### src/rtl/arbiter_client_pkg.sv
// Shared definitions for arbiter_client: FSM state encoding, default parameters
// and a sizing helper for the backoff timer.
package arbiter_client_pkg;

    localparam int unsigned DEFAULT_LEN_WIDTH = 5;
    localparam int unsigned DEFAULT_BACKOFF   = 2;

    typedef enum logic [1:0] {
        ST_IDLE    = 2'd0,
        ST_REQ     = 2'd1,
        ST_XFER    = 2'd2,
        ST_BACKOFF = 2'd3
    } state_e;

    // Width able to hold (cycles - 1); the timer counts down to zero.
    function automatic int unsigned backoff_width(input int unsigned cycles);
        return (cycles > 1) ? $clog2(cycles) : 1;
    endfunction

endpackage

### src/rtl/arbiter_backoff_timer.sv
// Backoff down-counter: load sets the start value, enable counts down to zero,
// expired is high while the count is zero.
module arbiter_backoff_timer #(
    parameter int unsigned WIDTH = 1
) (
    input  logic             clk,
    input  logic             rst_n,
    input  logic             load,
    input  logic [WIDTH-1:0] count_value,
    input  logic             enable,
    output logic             expired
);

    logic [WIDTH-1:0] count_q;
    logic [WIDTH-1:0] count_d;

    always_comb begin
        count_d = count_q;
        if (load) begin
            count_d = count_value;
        end else if (enable && (count_q != '0)) begin
            count_d = count_q - WIDTH'(1);
        end
    end

    always_ff @(posedge clk or negedge rst_n) begin
        if (!rst_n) begin
            count_q <= '0;
        end else begin
            count_q <= count_d;
        end
    end

    assign expired = (count_q == '0);

endmodule

### src/rtl/arbiter_client.sv
// Arbiter client: accepts a job of job_len beats, requests the arbiter and moves one
// beat per granted cycle, backing off after preemption. ARBITER_CLIENT_STATS_EN adds preempt_count.
module arbiter_client
    import arbiter_client_pkg::*;
#(
    parameter int unsigned LEN_WIDTH = DEFAULT_LEN_WIDTH,
    parameter int unsigned BACKOFF   = DEFAULT_BACKOFF
) (
    input  logic                 clk,
    input  logic                 rst_n,
    input  logic                 job_valid,
    input  logic [LEN_WIDTH-1:0] job_len,
    output logic                 job_ready,
    output logic                 request,
    input  logic                 grant,
    output logic                 beat,
    output logic [LEN_WIDTH-1:0] remaining,
`ifdef ARBITER_CLIENT_STATS_EN
    output logic [7:0]           preempt_count,
`endif
    output logic                 done
);

    localparam int unsigned     TW         = backoff_width(BACKOFF);
    // Loaded with BACKOFF-1 so that BACKOFF cycles elapse before the count reads zero.
    localparam logic [TW-1:0]   TIMER_LOAD = (BACKOFF > 0) ? TW'(BACKOFF - 1) : '0;

    state_e               state_q;
    logic                 request_q;
    logic                 done_q;
    logic [LEN_WIDTH-1:0] remaining_q;

    logic last_beat;
    logic preempt;
    logic timer_load;
    logic timer_en;
    logic timer_expired;

    always_comb begin
        last_beat  = (remaining_q == LEN_WIDTH'(1));
        preempt    = (state_q == ST_XFER) && !grant && (remaining_q != '0);
        timer_load = preempt && (BACKOFF != 0);
        timer_en   = (state_q == ST_BACKOFF);
    end

    arbiter_backoff_timer #(
        .WIDTH (TW)
    ) u_backoff_timer (
        .clk         (clk),
        .rst_n       (rst_n),
        .load        (timer_load),
        .count_value (TIMER_LOAD),
        .enable      (timer_en),
        .expired     (timer_expired)
    );

    always_ff @(posedge clk or negedge rst_n) begin
        if (!rst_n) begin
            state_q     <= ST_IDLE;
            request_q   <= 1'b0;
            done_q      <= 1'b0;
            remaining_q <= '0;
        end else begin
            done_q <= 1'b0;
            unique case (state_q)
                ST_IDLE: begin
                    if (job_valid) begin
                        if (job_len != '0) begin
                            remaining_q <= job_len;
                            request_q   <= 1'b1;
                            state_q     <= ST_REQ;
                        end else begin
                            done_q <= 1'b1;
                        end
                    end
                end
                ST_REQ, ST_XFER: begin
                    if (beat) begin
                        if (remaining_q != '0) begin
                            remaining_q <= remaining_q - LEN_WIDTH'(1);
                        end
                        if (last_beat) begin
                            state_q   <= ST_IDLE;
                            request_q <= 1'b0;
                            done_q    <= 1'b1;
                        end else begin
                            state_q <= ST_XFER;
                        end
                    end else if (preempt) begin
                        if (BACKOFF == 0) begin
                            state_q <= ST_REQ;
                        end else begin
                            state_q   <= ST_BACKOFF;
                            request_q <= 1'b0;
                        end
                    end
                end
                ST_BACKOFF: begin
                    if (timer_expired) begin
                        state_q   <= ST_REQ;
                        request_q <= 1'b1;
                    end
                end
                default: state_q <= ST_IDLE;
            endcase
        end
    end

`ifdef ARBITER_CLIENT_STATS_EN
    logic [7:0] preempt_q;

    always_ff @(posedge clk or negedge rst_n) begin
        if (!rst_n) begin
            preempt_q <= '0;
        end else if (preempt && (preempt_q != '1)) begin
            preempt_q <= preempt_q + 8'd1;
        end
    end

    assign preempt_count = preempt_q;
`endif

    assign job_ready = (state_q == ST_IDLE);
    assign request   = request_q;
    assign beat      = request_q & grant;
    assign remaining = remaining_q;
    assign done      = done_q;

endmodule

### config.mk
export PLATFORM = sky130hd
export DESIGN_NAME = arbiter_client
export DESIGN_NICKNAME = d
export VERILOG_FILES = /design/src/rtl/arbiter_client_pkg.sv /design/src/rtl/arbiter_backoff_timer.sv /design/src/rtl/arbiter_client.sv
export SDC_FILE = /design/constraint.sdc
export NUM_CORES = 1
export LEC_CHECK = 0
export CAP_MARGIN = 0
export CORE_ASPECT_RATIO = 1.2
export CORE_UTILIZATION = 35
export CTS_CLUSTER_SIZE = 40
export DETAILED_ROUTE_END_ITERATION = 8
export GPL_ROUTABILITY_DRIVEN = 0
export SETUP_SLACK_MARGIN = 0.5
export SLEW_MARGIN = 20
export SYNTH_ARGS = -nofsm -noshare
export SYNTH_HDL_FRONTEND = slang
export SYNTH_SLANG_ARGS = --single-unit
### constraint.sdc
create_clock -name clk -period 2.28 [get_ports clk]
set_input_delay 0.684 -clock clk [delete_from_list [all_inputs] [get_ports clk]]
set_output_delay 0.684 -clock clk [all_outputs]
set_load 0.01 [all_outputs]
==> results.txt, run 1 <==
- Of the total synthesized cell area, the portion taken by AND, OR, NAND and NOR gates is 0.225.
* Number of core rows: 17
- Grt total ovfl: 0
- Largest net degree at the start of global routing: 13
- By area, the combinational part of the netlist is dominated by compound AO/OA/AOI/OAI gates.
* Number of remaining DRC errors: 4
* Number of global-route vias before repair: about 800
- DP Cell Count: 120
* Post-synth ARST share: 1.00
- Tightest slew margin relative to the limit: 0.617
- The flow ran to the end, but the final reports show violations.
* Distinct cells, synth: 30
- For this configuration, the core starts out at a cell density of 0.383.
- Net count of the mapped netlist: 94
- The first detailed-routing pass took 6 iterations.
- The root buffer cell chosen for the clock tree is sky130_fd_sc_hd__clkbuf_4.
- The total count of max-transition violations in the final report came to 0.
- Using the TritonRoute via totals, the vias-per-cell ratio works out to roughly 5.4.
- Setup repair after global routing missed its margin: yes
* Avg Cell Area, Syn: between 9 and 10 µm²
- Total power density per cell area: approximately 1600 nW/µm²
- In this run the number of H-tree levels came out at 1.
- Clock-pin slew was measured on the worst setup and hold paths at 0.08 ns.
- Compound-cell area share of the yosys netlist: 0.233
* Synth Warn #: 0
- Number of buffers added by the clock tree synthesis step: 3
- Of the post-synthesis cell area, the dominant cell type holds 0.345.
- Kind of start point of the critical path: input pin
* Global router's overall resource usage: 0.209
* Num Clock Sinks: 10
- Across all hold checks on the routed design, the worst slack comes to around 0.49 ns.
- The floorplan step set the die height to 51.8 µm.
- Global-route wire length before repair: 3440 µm
- In this run the deepest clock path goes through 2 buffers.
* Clock tree from TritonCTS: built
* Number of non-filler instances in the completed layout: 140
- In this run, synthesis produced a sequential element count of 10.
- After synthesis, the cell types taking the most area are sky130_fd_sc_hd__dfrtp_1 (35%), sky130_fd_sc_hd__ha_1 (12%), sky130_fd_sc_hd__inv_1 (5.7%).
- Critical Path Sink Type: flop
- The critical path is of the in2reg type.
- In this run the remaining antenna-violating nets after routing total 0.
- The cell area that synthesis handed to floorplanning was 724 µm².
- Series of cell instances along the critical path: clkdlybuf4s15_1 > nor4b_4 > a21oi_2 > buf_4 > a31oi_2 > o211ai_2
- Fraction of the yosys area taken by sequential cells: 0.345
* Period utilization: 0.776
* Synthesized instance count: 78
* Dpl hpwl: ~1300 µm
- The die is about 44 µm wide.
* Maximum frequency from static timing analysis: ~570 MHz
- Ant. Diodes: 0
* Overall via count from detail_route: between 700 and 800
- After layout, the worst setup slack is ~0.51 ns.
- WL/cell: 14.9 µm
- Worst slack at placement: -0.224 ns
- Worst hold-check path type: reg2reg
* Quantity of hold-fixing buffers added after cts: 0
* Arrival time reported for the critical path endpoint: about 1.9 ns
- Die footprint: between 2000 and 2500 µm²
- Of the total synthesized cell area, the portion taken by XOR and XNOR cells is 0.
* Required time at the worst-slack endpoint: about 2.4 ns
- Number of endpoints failing setup at the final stage: 0
- Buffers placed on the I/O ports in this run total 17.
* Crit-path max cell delay: around 0.43 ns
- The clock reaches the later pin of the worst-skew pair after 0.27 ns.
- Counting flops with a built-in enable in the synthesized netlist gives 0.
- The analysis attributes to cell leakage a power of approximately 0.56 nW.
- Share of synthesized area spent on multiplexers: 0.0138
- Max-cap violations in this run came to 0.
* Post-Synth Adder-Cell Area: 0.121
* Cell with the largest stage delay on the worst path: sky130_fd_sc_hd__nor4b_4
* Buffers & Inverters on Critical Path: 2
- The checks that failed: design-rule violations.
* Cell taking the most area after synthesis: sky130_fd_sc_hd__dfrtp_1
* # nets final: around 140
- Overall routed net length: between 2000 and 2500 µm
- Across the routed clock network, the largest skew measured is 0.00358 ns.
- Across the VDD grid, the largest voltage drop is about 740 µV.
* Area delta synth->final: 63.2%
- The design draws roughly 1.9 mW.
- Along the worst path, the maximum fanout reaches 5.
- Area inside the core boundary: ~1900 µm²
- For this block, the initial DRC count from the detailed router was 27.
* Final number of hold-violating endpoints: 0
- Primary flip-flop cell chosen by synthesis mapping: sky130_fd_sc_hd__dfrtp_1
- During I/O placement, the number of pins put on the boundary was 18.
* Antenna violations before repair: 0
- Gate family responsible for the most delay along the worst path: simple AND/OR/NAND/NOR gates
- Least-Margin Pin Slew: 0.570 ns
- Fin crit period: 1.77 ns
* Layout cells sized above 1: 0.413
## final cells by class
type                            count  area (µm²)
Clock buffer                        4        36.3
Fill cell                         157         711
Inverter                           11        41.3
Multi-Input combinational cell     56         507
Sequential cell                    10         253
Tap cell                           19        23.8
Timing Repair Buffer               40         322
## report_power, final
part           switching (mW)  total (mW)  internal [mW]
clock network          0.0714       0.169         0.0971
registers              0.0567       0.324          0.267
logic                   0.701        1.38          0.680
total                   0.829        1.87           1.04
## cells in the mapped netlist (2+ instances only)
master / count
sky130_fd_sc_hd__nor3_1: 4
sky130_fd_sc_hd__nor2_1: 2
sky130_fd_sc_hd__nor2b_1: 2
sky130_fd_sc_hd__a22o_1: 2
sky130_fd_sc_hd__a31oi_1: 3
sky130_fd_sc_hd__inv_1: 11
sky130_fd_sc_hd__o2111ai_1: 2
sky130_fd_sc_hd__a21oi_1: 3
sky130_fd_sc_hd__nand2_1: 3
sky130_fd_sc_hd__o211ai_2: 2
sky130_fd_sc_hd__and3_1: 2
sky130_fd_sc_hd__ha_1: 7
sky130_fd_sc_hd__dfrtp_1: 10
sky130_fd_sc_hd__nand3_1: 5
sky130_fd_sc_hd__o21ai_0: 2
sky130_fd_sc_hd__o21ai_1: 4
## through the flow
step                      utilization  instance area (µm²)  setup TNS (ns)
after floorplan                     -                  724               0
after global placement          0.511                  967          -0.215
after detailed placement        0.511                  967          -0.224
after CTS                       0.594                 1120               0
after global routing            0.625                 1180               0
final                           0.625                 1180               0
## routing by layer
| layer | track usage | vias up | part of all wire |
|---|---|---|---|
| met3 | 0.0278 | 7 | 0.040 |
| met5 | 0 | - | 0 |
| met4 | 0.135 | 0 | 0.025 |
| met2 | 0.351 | 21 | 0.49 |
| li1 | - | 371 | - |
| met1 | 0.246 | 357 | 0.44 |
## cell usage in the layout (no fill, tap or decap), types with 2 or more instances in the layout
| master | netlist | final |
|---|---|---|
| sky130_fd_sc_hd__inv_2 | 0 | 3 |
| sky130_fd_sc_hd__nor3_1 | 4 | 4 |
| sky130_fd_sc_hd__o21ai_1 | 4 | 4 |
| sky130_fd_sc_hd__dfrtp_1 | 10 | 8 |
| sky130_fd_sc_hd__a21oi_1 | 3 | 3 |
| sky130_fd_sc_hd__nor2b_1 | 2 | 2 |
| sky130_fd_sc_hd__buf_2 | 0 | 2 |
| sky130_fd_sc_hd__nor4b_4 | 1 | 2 |
| sky130_fd_sc_hd__buf_4 | 0 | 21 |
| sky130_fd_sc_hd__dlygate4sd2_1 | 0 | 11 |
| sky130_fd_sc_hd__dfrtp_2 | 0 | 2 |
| sky130_fd_sc_hd__clkbuf_4 | 0 | 3 |
| sky130_fd_sc_hd__and3_1 | 2 | 2 |
| sky130_fd_sc_hd__ha_1 | 7 | 6 |
| sky130_fd_sc_hd__o2111ai_1 | 2 | 2 |
| sky130_fd_sc_hd__o211ai_2 | 2 | 2 |
| sky130_fd_sc_hd__nand2_1 | 3 | 2 |
| sky130_fd_sc_hd__a22o_1 | 2 | 2 |
| sky130_fd_sc_hd__nand3_1 | 5 | 4 |
| sky130_fd_sc_hd__clkdlybuf4s15_1 | 0 | 2 |
| sky130_fd_sc_hd__inv_1 | 11 | 8 |
| sky130_fd_sc_hd__buf_6 | 0 | 2 |
## cell families (layout without fill, tap and decap cells)
| family | Yosys count | count (layout) |
|---|---|---|
| compound gates | 23 | 23 |
| mux | 1 | 1 |
| fa+ha+maj | 7 | 7 |
| buf+inv | 12 | 55 |
| flops | 10 | 10 |
| simple gates | 25 | 25 |
## worst paths after layout
check	start	endpoint	slack, ns	cells after the start
hold reg to reg	u_backoff_timer.count_q$_DFFE_PN0P_	u_backoff_timer.count_q$_DFFE_PN0P_	0.49	1
setup reg to reg	state_q[0]$_DFFE_PN0P_	request$_DFFE_PN0P_	0.59	6
setup / recovery	job_len[1]	remaining[3]$_DFFE_PN0P_	0.51	6
hold / removal	u_backoff_timer.count_q$_DFFE_PN0P_	u_backoff_timer.count_q$_DFFE_PN0P_	0.49	1
max in group asynchronous	rst_n	remaining[3]$_DFFE_PN0P_	1.18	1
min in group asynchronous	rst_n	state_q[0]$_DFFE_PN0P_	0.74	1
## state kept, by name (all words and copies together), names as in the netlist
signal                   flops
state_q                      2
request                      1
remaining                    5
u_backoff_timer.count_q      1
done                         1
## worst reg2reg max path: cells and delay by family, from the launching register on
family | cells | cell delay (ns)
AOI/OAI and AO/OA | 3 | 0.65
DFF | 1 | 0.40
adders and majority gates | 1 | 0.20
and+or+nand+nor | 1 | 0.17
buffers and inverters | 1 | 0.16
## timing repair
action                     4_1_cts  5_1_grt
pin swaps                        5        3
resized for setup               32       15
setup endpoints to repair       17       10
buffers inserted                16        0
(Power assumes the default switching activity.)
==> run 2, diff against run 1 <==
==> constraint.sdc (replaced) <==
create_clock -name clk -period 1.5 [get_ports clk]
set_input_delay 0.45 -clock clk [delete_from_list [all_inputs] [get_ports clk]]
set_output_delay 0.45 -clock clk [all_outputs]
set_load 0.01 [all_outputs]
==> run 2 against run 1 <==
Against the previous run:
- the flow finishes with violations (design-rule violations, negative setup slack)
- final area up 24%
- cell count up 15%
- sequential power up 56%
- non-clock buffer count up 21
- setup slack worse by 0.60 ns
- die area unchanged
- sequential cell count unchanged
- critical path type is now reg2reg
- largest power group unchanged
- highest routed layer unchanged
==> results.txt, run 2 (synthesis gave the netlist of run 1 again) <==
- Critical Path Most Common Cell: sky130_fd_sc_hd__buf_6
- The height of the die is 51.8 µm (unchanged).
- The power density over the cells came to 2530 nW/µm² (+60%).
* Series of cell instances along the critical path: buf_6 > buf_6 > or3_4 > and3_4 > a31oi_2 > o211ai_2
- The flow ran to the end, but the final reports show violations.
* # nets final: 159 (+15%)
* DRT Pass-1 Iters: 6 (unchanged)
- Of the available clock period, the critical path in the final layout requires 1.06.
* Top-Level Pins: 18 (unchanged)
- Met3 usage in global routing: 0.0278 (unchanged)
- Least-Margin Pin Slew: 0.315 ns (-0.255 ns)
* Global router's overall resource usage: 0.243 (+0.0337)
- The number of H-tree levels is 1 (unchanged).
* Busiest metal layer after global routing: met2
- Minimum hold slack: 0.442 ns (-0.0447 ns)
- The maximum number of pins on one net before global-route repair is 12 (-1).
* Number of core rows: 17 (unchanged)
- Violated checks: design-rule violations, negative setup slack
- The number of clock sinks seen by CTS was 10 (unchanged).
* Max reg flops: 5 (unchanged)
- The antenna violation net count after detailed routing came to 0 (unchanged).
- In this run the clock root is driven by a sky130_fd_sc_hd__clkbuf_4.
- The final core utilization was 0.775 (+0.151).
- The least setup slack across all paths after layout came to -0.0945 ns (-0.605 ns).
- The maximum vdd drop is 1840 µV (+150%).
- The width of the die came to 43.5 µm (unchanged).
* Kind of start point of the critical path: flop
* Crit-path max cell delay: 0.42 ns (about the same)
* Dpl hpwl: 1430 µm (+9.4%)
- Max_cap viols: 0 (unchanged)
* Area delta synth->final: 103%
* Deepest clock path buffer count: 2 (unchanged)
* Number of buffers added by the clock tree synthesis step: 3 (unchanged)
- Critical Path Sink Type: flop
* Tot Pwr: 3.71 mW (+98%)
* Met1 capacity usage during global routing: 0.279 (+0.0330)
- Timing would allow up to between 600 and 700 MHz.
- Number of remaining DRC errors: 2 (-2)
- Ant. Diodes: 0 (unchanged)
- The number of antenna violations at the first check in global routing was 0 (unchanged).
- The clock transition at the register clock pins on the worst setup and hold paths after CTS was 0.09 ns (about the same).
- The smallest clock period supported by the final layout is computed as between 1.5 and 2 ns.
- Static power due to leakage: 0.670 nW (+19%)
- Tightest slew margin relative to the limit: 0.789 (+0.172)
- The buffering stage count on the worst path with inverters included came to 2 (unchanged).
- In the layout the commonest cells are sky130_fd_sc_hd__buf_4 (37), sky130_fd_sc_hd__buf_6 (11), sky130_fd_sc_hd__dfrtp_1 (7).
- The number of design-rule violations left by the first detailed-router iteration is 15 (-44%).
* Die footprint: 2260 µm² (unchanged)
- Gate family responsible for the most delay along the worst path: simple AND/OR/NAND/NOR gates
- Number of endpoints failing setup at the final stage: 8 (+8)
* Layout cells sized above 1: 0.662 (+0.249)
- The count of hold-fix buffers inserted at cts is 0 (unchanged).
- Overall via count from detail_route: 878 (+16%)
* Final number of hold-violating endpoints: 0 (unchanged)
- The core outline area came to 1890 µm² (unchanged).
- WL/cell: 15.5 µm (+4.1%)
- The post-route clock skew was 0.0136 ns (+0.00998 ns).
* Grt total ovfl: 0 (unchanged)
- TritonCTS built the clock tree.
- The data required time of the worst path is 1.68 ns (-0.75 ns).
- Input/output buffers: 17 (unchanged)
- Global-route wire length before repair: 3930 µm (+14%)
- The critical path data arrival time came to 1.78 ns (-0.14 ns).
- Number of global-route vias before repair: 869 (+9.3%)
* Worst slack at placement: -0.563 ns (-0.340 ns)
* Worst hold-check path type: in2async
- The starting density of the core came to 0.383 (unchanged).
- The clock latency on the worst-skew pair came to 0.29 ns (+0.02 ns).
- Mean number of vias per cell: 5.45 (+0.99%)
- The total count of max-transition violations in the final report came to 0 (unchanged).
* Critical path fanouts, max: 2 (-3)
* Setup repair after global routing missed its margin: yes
- The final wirelength was 2500 µm (+20%).
- Global-route track usage on met2: 0.417 (+0.0657)
- The critical path in this run is classified as reg2reg.
* Cell with the largest stage delay on the worst path: sky130_fd_sc_hd__dfrtp_1
* Commonest non-fill, non-tap cell in the layout: sky130_fd_sc_hd__buf_4
## run 2: changes by cell type in the layout (fill, tap and decap cells not counted), moves of 2 or more
cell,previous run,this run
sky130_fd_sc_hd__buf_4,21,37
sky130_fd_sc_hd__buf_6,2,11
sky130_fd_sc_hd__dlygate4sd2_1,11,4
sky130_fd_sc_hd__ha_1,6,3
sky130_fd_sc_hd__inv_1,8,5
sky130_fd_sc_hd__o21ai_2,0,3
sky130_fd_sc_hd__buf_2,2,4
sky130_fd_sc_hd__clkdlybuf4s50_1,1,3
sky130_fd_sc_hd__ha_4,1,3
sky130_fd_sc_hd__nor3_1,4,2
sky130_fd_sc_hd__nor3_2,0,2
sky130_fd_sc_hd__o2111ai_1,2,0
sky130_fd_sc_hd__o2111ai_4,0,2
sky130_fd_sc_hd__o21ai_1,4,2
## run 2: power by group
part	switching (mW)	internal [mW]	total (mW)
Combinational	1.39	1.59	2.98
Sequential	0.0956	0.409	0.505
Clock	0.125	0.104	0.229
Total	1.61	2.10	3.71
## run 2: routing by layer
metal	vias up	part of all wire	routed length (µm)
li1	415	-	-
met2	28	0.50	1260
met3	11	0.034	85
met4	0	0.047	118
met1	424	0.41	1040
met5	-	0	0
## run 2: through the flow
| step | instances | area, µm² | setup TNS, ns |
|---|---|---|---|
| final | 161 | 1470 | -0.355 |
| after detailed placement | 137 | 1140 | -4.13 |
| after global placement | 137 | 1140 | -3.95 |
| after CTS | 157 | 1370 | -0.352 |
| after global routing | 161 | 1470 | -0.984 |
| after floorplan | 78 | 772 | -0.00854 |
## run 2: layout make-up
| type | instances | area (µm²) |
|---|---|---|
| Fill cell | 122 | 425 |
| Inverter | 11 | 47.5 |
| Sequential cell | 10 | 254 |
| Timing Repair Buffer | 61 | 512 |
| Tap cell | 19 | 23.8 |
| Multi-Input combinational cell | 56 | 604 |
| Clock buffer | 4 | 26.3 |
## run 2: what timing repair did
action	4_1_cts	5_1_grt
pin swaps	13	15
endpoints found under the setup margin	19	19
endpoints found under the hold margin	0	0
resized for setup	70	12
setup buffers	16	4
## run 2: path summary, 6_finish.rpt
| path | slack, ns | to | start | depth (start not counted) |
|---|---|---|---|---|
| max in group asynchronous | 0.90 | request$_DFFE_PN0P_ | rst_n | 2 |
| setup / recovery | -0.09 | remaining[3]$_DFFE_PN0P_ | remaining[1]$_DFFE_PN0P_ | 6 |
| min in group clk | 0.49 | u_backoff_timer.count_q$_DFFE_PN0P_ | u_backoff_timer.count_q$_DFFE_PN0P_ | 1 |
| hold / removal | 0.44 | remaining[3]$_DFFE_PN0P_ | rst_n | 2 |
| setup reg to reg | -0.09 | remaining[3]$_DFFE_PN0P_ | remaining[1]$_DFFE_PN0P_ | 6 |
| hold reg to reg | 0.49 | u_backoff_timer.count_q$_DFFE_PN0P_ | u_backoff_timer.count_q$_DFFE_PN0P_ | 1 |
==> run 3, diff against run 2 <==
--- a/config.mk
+++ b/config.mk
@@ -5,7 +5,6 @@
 export SDC_FILE = /design/constraint.sdc
 export NUM_CORES = 1
 export LEC_CHECK = 0
-export CAP_MARGIN = 0
 export CORE_ASPECT_RATIO = 1.2
 export CORE_UTILIZATION = 35
 export CTS_CLUSTER_SIZE = 40
==> results of run 3 <==
The final DEF is identical to that of run 2; final timing and power are the same.
